$ cat src/rtl/aes_core_arbiter_if.sv
// Requester-side handshake bundle for the AES core arbiter: one plaintext/key
// pair offered with valid, accepted when ready is returned.
interface aes_core_arbiter_if #(
  parameter int DW = 128
);
  logic          valid;
  logic          ready;
  logic [DW-1:0] p;
  logic [DW-1:0] k;

  modport master (output valid, output p, output k, input ready);
  modport slave  (input valid, input p, input k, output ready);
endinterface

$ cat src/rtl/aes_core_arbiter.sv
// Round-robin sharing of one fully pipelined AES-128 core between two
// requesters. Each issued pair carries an owner tag through a LAT-deep shift
// register that mirrors the core latency; the tag leaving the last stage is
// matched against core_valid to route the result or flag misalignment.
module aes_core_arbiter #(
  parameter int LAT = 10,
  parameter int DW  = 128
) (
  input  logic          clk,
  input  logic          rst,
  input  logic          en,
  aes_core_arbiter_if.slave req0,
  aes_core_arbiter_if.slave req1,
  output logic [DW-1:0] core_p,
  output logic [DW-1:0] core_k,
  input  logic [DW-1:0] core_c,
  input  logic          core_valid,
  output logic          out_valid,
  output logic          out_id,
  output logic [DW-1:0] out_c,
  output logic          busy,
  output logic          err
);

  logic           prio;
  logic           gnt0;
  logic           gnt1;
  logic           xfer;
  logic [LAT-1:0] tag_vld;
  logic [LAT-1:0] tag_id;
  logic           t_vld;
  logic           t_id;

  // Grant: a lone requester wins outright, a tie goes to the priority pointer.
  // rst is folded in so the readys read low while reset is held.
  always_comb begin
    gnt0 = 1'b0;
    gnt1 = 1'b0;
    if (rst && en) begin
      gnt0 = req0.valid && (!req1.valid || !prio);
      gnt1 = req1.valid && (!req0.valid ||  prio);
    end
  end

  assign req0.ready = gnt0;
  assign req1.ready = gnt1;
  assign xfer       = gnt0 | gnt1;

  // Issue stage: register the granted pair into the core and hand priority
  // to the requester that was not served.
  always_ff @(posedge clk or negedge rst) begin
    if (!rst) begin
      core_p <= '0;
      core_k <= '0;
      prio   <= 1'b0;
    end else if (xfer) begin
      core_p <= gnt1 ? req1.p : req0.p;
      core_k <= gnt1 ? req1.k : req0.k;
      prio   <= gnt0;
    end
  end

  // Tag pipeline: stage 0 records {issued, owner} every edge, later stages
  // shift so stage LAT-1 lines up with the core output of that issue.
  always_ff @(posedge clk or negedge rst) begin
    if (!rst) begin
      tag_vld <= '0;
      tag_id  <= '0;
    end else begin
      tag_vld[0] <= xfer;
      tag_id[0]  <= gnt1;
      for (int i = 1; i < LAT; i++) begin
        tag_vld[i] <= tag_vld[i-1];
        tag_id[i]  <= tag_id[i-1];
      end
    end
  end

  assign t_vld = tag_vld[LAT-1];
  assign t_id  = tag_id[LAT-1];
  assign busy  = rst && (|tag_vld);

  // Result stage: deliver matched results to their owner; any tag/core_valid
  // disagreement (lost or spurious result) latches the sticky error.
  always_ff @(posedge clk or negedge rst) begin
    if (!rst) begin
      out_valid <= 1'b0;
      out_id    <= 1'b0;
      out_c     <= '0;
      err       <= 1'b0;
    end else begin
      out_valid <= t_vld && core_valid;
      if (t_vld && core_valid) begin
        out_id <= t_id;
        out_c  <= core_c;
      end
      if (t_vld != core_valid) begin
        err <= 1'b1;
      end
    end
  end

endmodule

$ cat src/flat_wrapper.sv
// flat-port wrapper written by rule: the top's interface ports become plain ports
module aes_core_arbiter_flat 
#(
  parameter int LAT = 10,
  parameter int DW  = 128
)
  (clk, rst, en, core_p, core_k, core_c, core_valid, out_valid, out_id, out_c, busy, err, req0_valid, req0_p, req0_k, req0_ready, req1_valid, req1_p, req1_k, req1_ready);
  aes_core_arbiter_if #(.DW(DW)) req0_i ();
  aes_core_arbiter_if #(.DW(DW)) req1_i ();
  input  logic clk;
  input  logic rst;
  input  logic en;
  output logic [DW-1:0] core_p;
  output logic [DW-1:0] core_k;
  input  logic [DW-1:0] core_c;
  input  logic core_valid;
  output logic out_valid;
  output logic out_id;
  output logic [DW-1:0] out_c;
  output logic busy;
  output logic err;
  input wire logic [$bits(req0_i.valid)-1:0] req0_valid;
  input wire logic [$bits(req0_i.p)-1:0] req0_p;
  input wire logic [$bits(req0_i.k)-1:0] req0_k;
  output wire logic [$bits(req0_i.ready)-1:0] req0_ready;
  input wire logic [$bits(req1_i.valid)-1:0] req1_valid;
  input wire logic [$bits(req1_i.p)-1:0] req1_p;
  input wire logic [$bits(req1_i.k)-1:0] req1_k;
  output wire logic [$bits(req1_i.ready)-1:0] req1_ready;
  assign req0_i.valid = req0_valid;
  assign req0_i.p = req0_p;
  assign req0_i.k = req0_k;
  assign req0_ready = req0_i.ready;
  assign req1_i.valid = req1_valid;
  assign req1_i.p = req1_p;
  assign req1_i.k = req1_k;
  assign req1_ready = req1_i.ready;
  aes_core_arbiter #(.LAT(LAT), .DW(DW)) u_core (.clk(clk), .rst(rst), .en(en), .req0(req0_i), .req1(req1_i), .core_p(core_p), .core_k(core_k), .core_c(core_c), .core_valid(core_valid), .out_valid(out_valid), .out_id(out_id), .out_c(out_c), .busy(busy), .err(err));
endmodule
$ cat config.mk
export PLATFORM = sky130hd
export DESIGN_NAME = aes_core_arbiter_flat
export DESIGN_NICKNAME = d
export VERILOG_FILES = /design/src/rtl/aes_core_arbiter_if.sv /design/src/rtl/aes_core_arbiter.sv /design/src/flat_wrapper.sv
export SDC_FILE = /design/constraint.sdc
export NUM_CORES = 1
export LEC_CHECK = 0
export BUFFER_PORTS_ARGS = -buffer_cell sky130_fd_sc_hd__clkbuf_2
export CAP_MARGIN = 20
export CORE_AREA = 2 2 408 410
export CTS_CLUSTER_DIAMETER = 30
export DETAILED_ROUTE_END_ITERATION = 6
export DIE_AREA = 0 0 410 412
export GPL_ROUTABILITY_DRIVEN = 0
export PLACE_DENSITY = 0.3
export SLEW_MARGIN = 20
export SYNTH_ARGS = -nofsm -noshare
export SYNTH_HDL_FRONTEND = slang
export SYNTH_SLANG_ARGS = --single-unit
$ cat constraint.sdc
create_clock -name clk -period 3.3 [get_ports clk]
set_clock_uncertainty 0.2 [all_clocks]
set_input_delay 0.33 -clock clk [delete_from_list [all_inputs] [get_ports clk]]
set_output_delay 0.33 -clock clk [all_outputs]
set_load 0.005 [all_outputs]
==> impl_metrics.tcl <==
set metrics [dict create \
    p_sw_mw 7.23 \
    clock_latency_ns 0.77 \
    ys_warn_count 0 \
    nNetsFinal 4144 \
    nFillCells 18100 \
    syn_to_final_growth_pct 112 \
    die_y_um 412 \
    min_period_ns 3.08 \
    overflow 0 \
    clk_pin_slew_ns 0.04 \
    synth_nets 2409 \
    power.internal_mw 19.4 \
    core_area_um2 164000 \
    antenna_found_initial 22 \
    crit_family "buffers and inverters" \
    finalMaxSlewViolations 0 \
    ios 1036 \
    yosysSeqAreaShare_pct 57.2 \
    yosysMostFrequentCell "dfrtp_1" \
    cp_slowest_cell "dlygate4sd3_1" \
    hpwl_mm 82.2 \
    yosys.area.top_type "dfrtp_1" \
    fmax_mhz 324 \
    postSynth.topFlopCell "dfrtp_1" \
    cts_root_buffer "clkbuf_16" \
    dr.pass1.iters 5 \
    grt_pass1_wl_mm 159 \
    wl_per_cell_um 19.4 \
    num_vias 21400 \
    cp_max_fo 40 \
    slew_headroom_pct 39.7 \
    critPathKind "in -> reg" \
    rsz0062_at_grt "no" \
    cts_tree "built" \
    synth_common_cells "408 x dfrtp_1, 258 x nor2_1, 257 x a31oi_1, 257 x nand3_1, 207 x o21ai_0" \
    cap_violations 0 \
    outcome "finished clean" \
    hold_violations 0 \
    setup_viol 0 \
    crit_chain "dlygate4sd3_1 -> dlygate4sd3_1 -> buf_8 -> o211a_4 -> buf_12 -> buf_4 -> nor2_1 -> a31oi_1 -> dlygate4sd3_1" \
    synthArstFlopShare_pct 100 \
    grt_max_degree 115 \
    clk_path_buf_depth 3 \
    initial_core_util_pct 10.9 \
    cts.sink_count 408 \
    routed_wl_mm 113 \
    yosys-top-cells-area "dfrtp_1 57%, a31oi_1 9.0%, mux2_2 8.1%" \
    final_core_util_pct 23.0 \
    tightest_slew_ns 0.905 \
    ir_worst_vdd_uv 479 \
    power_density_nw_per_um2 703 \
    grtUsageTotal_pct 13.0 \
    synth_area_um2 17800 \
    drtIter0Drc 929 \
    first_global_vias 22900 \
    netlist.area_leader.share_pct 57.2 \
    synth_cell_type_count 23 \
    crit_path_max_incr_delay_ns 0.64 \
    period_share_pct 93.5 \
    hold_class "in -> reg" \
    crit_path_end_kind "flop" \
    via_per_inst 3.67 \
    combPwrFrac_pct 18.1 \
    die_area_um2 169000 \
    clockPowerShare_pct 57.5 \
    synth_edf_count 0 \
    num_rows 149 \
    postRouteAntennaNets 0 \
    crit_buf_inv 6 \
    final_layout_size_suffix_gt1_share_pct 41.2 \
    port_buffers 1035 \
    dieWidth_um 410 \
    cts-buffers-inserted 166 \
    critPathMostFrequentCell "dlygate4sd3_1" \
    cts_htree_levels 4 \
    crit_required_ns 3.81 \
    drc 0 \
    avgSynthCellArea_um2 10.1 \
    synthCells 1762 \
    power.leakage_nw 16.5 \
    worstPathArrival_ns 3.60 \
    swShare_pct 27.2 \
    ys_ff_latch 408 \
    tns_ns 0 \
    worst_setup_path_start_kind "input pin" \
    seqPwrFrac_pct 24.4 \
]
## per-stage QoR
stage | instances | hold WS [ns] | cell area, um2 | worst slack [ns] | total power [mW]
finish | 5830 | 0.0724 | 37800 | 0.215 | 26.6
global route | 5828 | 0.0604 | 37800 | 0.0625 | 27.9
CTS | 5817 | 0.00971 | 37800 | 0.0843 | 27.1
detailed placement | 4868 | -0.0645 | 25700 | 0.842 | 10.3
global placement | 4868 | -0.0640 | 25700 | 0.874 | 10.3
floorplan | 1762 | -0.166 | 17800 | 1.67 | 7.84
## cells by family (layout without fill, tap and decap cells)
| kind of cell | after synthesis | count (layout) | share of synthesized area, % |
|---|---|---|---|
| AOI/OAI and AO/OA | 516 | 516 | 16.3 |
| adders and majority gates | 1 | 1 | 0.0701 |
| buffers and inverters | 185 | 2051 | 5.33 |
| DFF | 408 | 408 | 57.2 |
| muxes | 129 | 129 | 8.14 |
| other | 0 | 13 | 0 |
| and+or+nand+nor | 523 | 523 | 12.9 |
## state kept, by name, indices dropped and copies added (netlist names)
name	flops
u_core.core_k	128
u_core.core_p	128
u_core.out_c	128
u_core.tag_id	10
u_core.tag_vld	10
u_core.err	1
u_core.out_id	1
u_core.out_valid	1
u_core.prio	1
## power groups by stage
| stage | sequential [mW] | clock, mW | combinational, mW |
|---|---|---|---|
| global route | 6.60 | 16.0 | 5.27 |
| global placement | 6.54 | 0 | 3.79 |
| finish | 6.49 | 15.3 | 4.82 |
| detailed placement | 6.54 | 0 | 3.75 |
| floorplan | 6.49 | 0 | 1.35 |
| CTS | 6.49 | 15.7 | 4.90 |
## worst register-to-register path: stages, from the launching register on
cell,delay [ns]
dfrtp_1,0.40
and2b_4,0.34
buf_12,0.30
buf_4,0.79
o21ai_0,0.18
a31oi_1,0.21
dlygate4sd3_1,0.56
## path summary, 6_finish.rpt
path / start / end / slack [ns] / cells after the start
hold / removal: req0_valid / u_core.tag_id[0] / 0.07 / 3
min in group asynchronous: rst / u_core.core_p[8] / 0.39 / 3
setup / recovery: rst / u_core.core_k[7] / 0.22 / 9
setup reg to reg: u_core.prio / u_core.core_p[126] / 0.26 / 6
max in group asynchronous: rst / u_core.core_k[69] / 1.20 / 5
hold reg to reg: u_core.tag_id[2] / u_core.tag_id[3] / 0.15 / 0
## cells in the final DEF, fill, tap and decap left out, drive strengths merged
master       synthesis  final
nor2               258    258
bufinv               0     12
nand2                1      1
clkinv               0     38
dfrtp              408    408
or2                  1      1
a31oi              257    257
nor4                 2      2
clkbuf              60   1276
o21ai              257    257
ha                   1      1
dlygate4sd3          0    650
clkinvlp             0      2
nand2b               1      1
nand3              258    258
mux2               129    129
inv                  1      6
a21oi                1      1
diode                0     13
and2b                1      1
buf                124     67
and3                 1      1
o211a                1      1
## final cells by class
cell class,instances,area [um2],area share (%)
Timing Repair Buffer,1751,12500,33.0
Sequential cell,408,10200,27.0
Multi-Input combinational cell,1169,6720,17.8
Clock buffer,242,4810,12.7
Tap cell,2189,2740,7.24
Clock inverter,57,816,2.16
Antenna cell,13,32.5,0.0860
Inverter,1,3.75,0.00992
## timing repair
| item | 4_1_cts | 5_1_grt |
|---|---|---|
| hold buffers | 650 | 0 |
| resized for setup | 0 | 0 |
| setup buffers | 0 | 0 |
| endpoints found under the hold margin | 795 | 0 |
## layer usage
layer / GRT usage, % / part of all wire, %
met1: 15.0 / 41
met2: 21.1 / 48
met3: 4.91 / 8.0
met4: 6.31 / 3.6
met5: 0 / 0.053
Note: power is estimated with default switching activity, not from simulation.
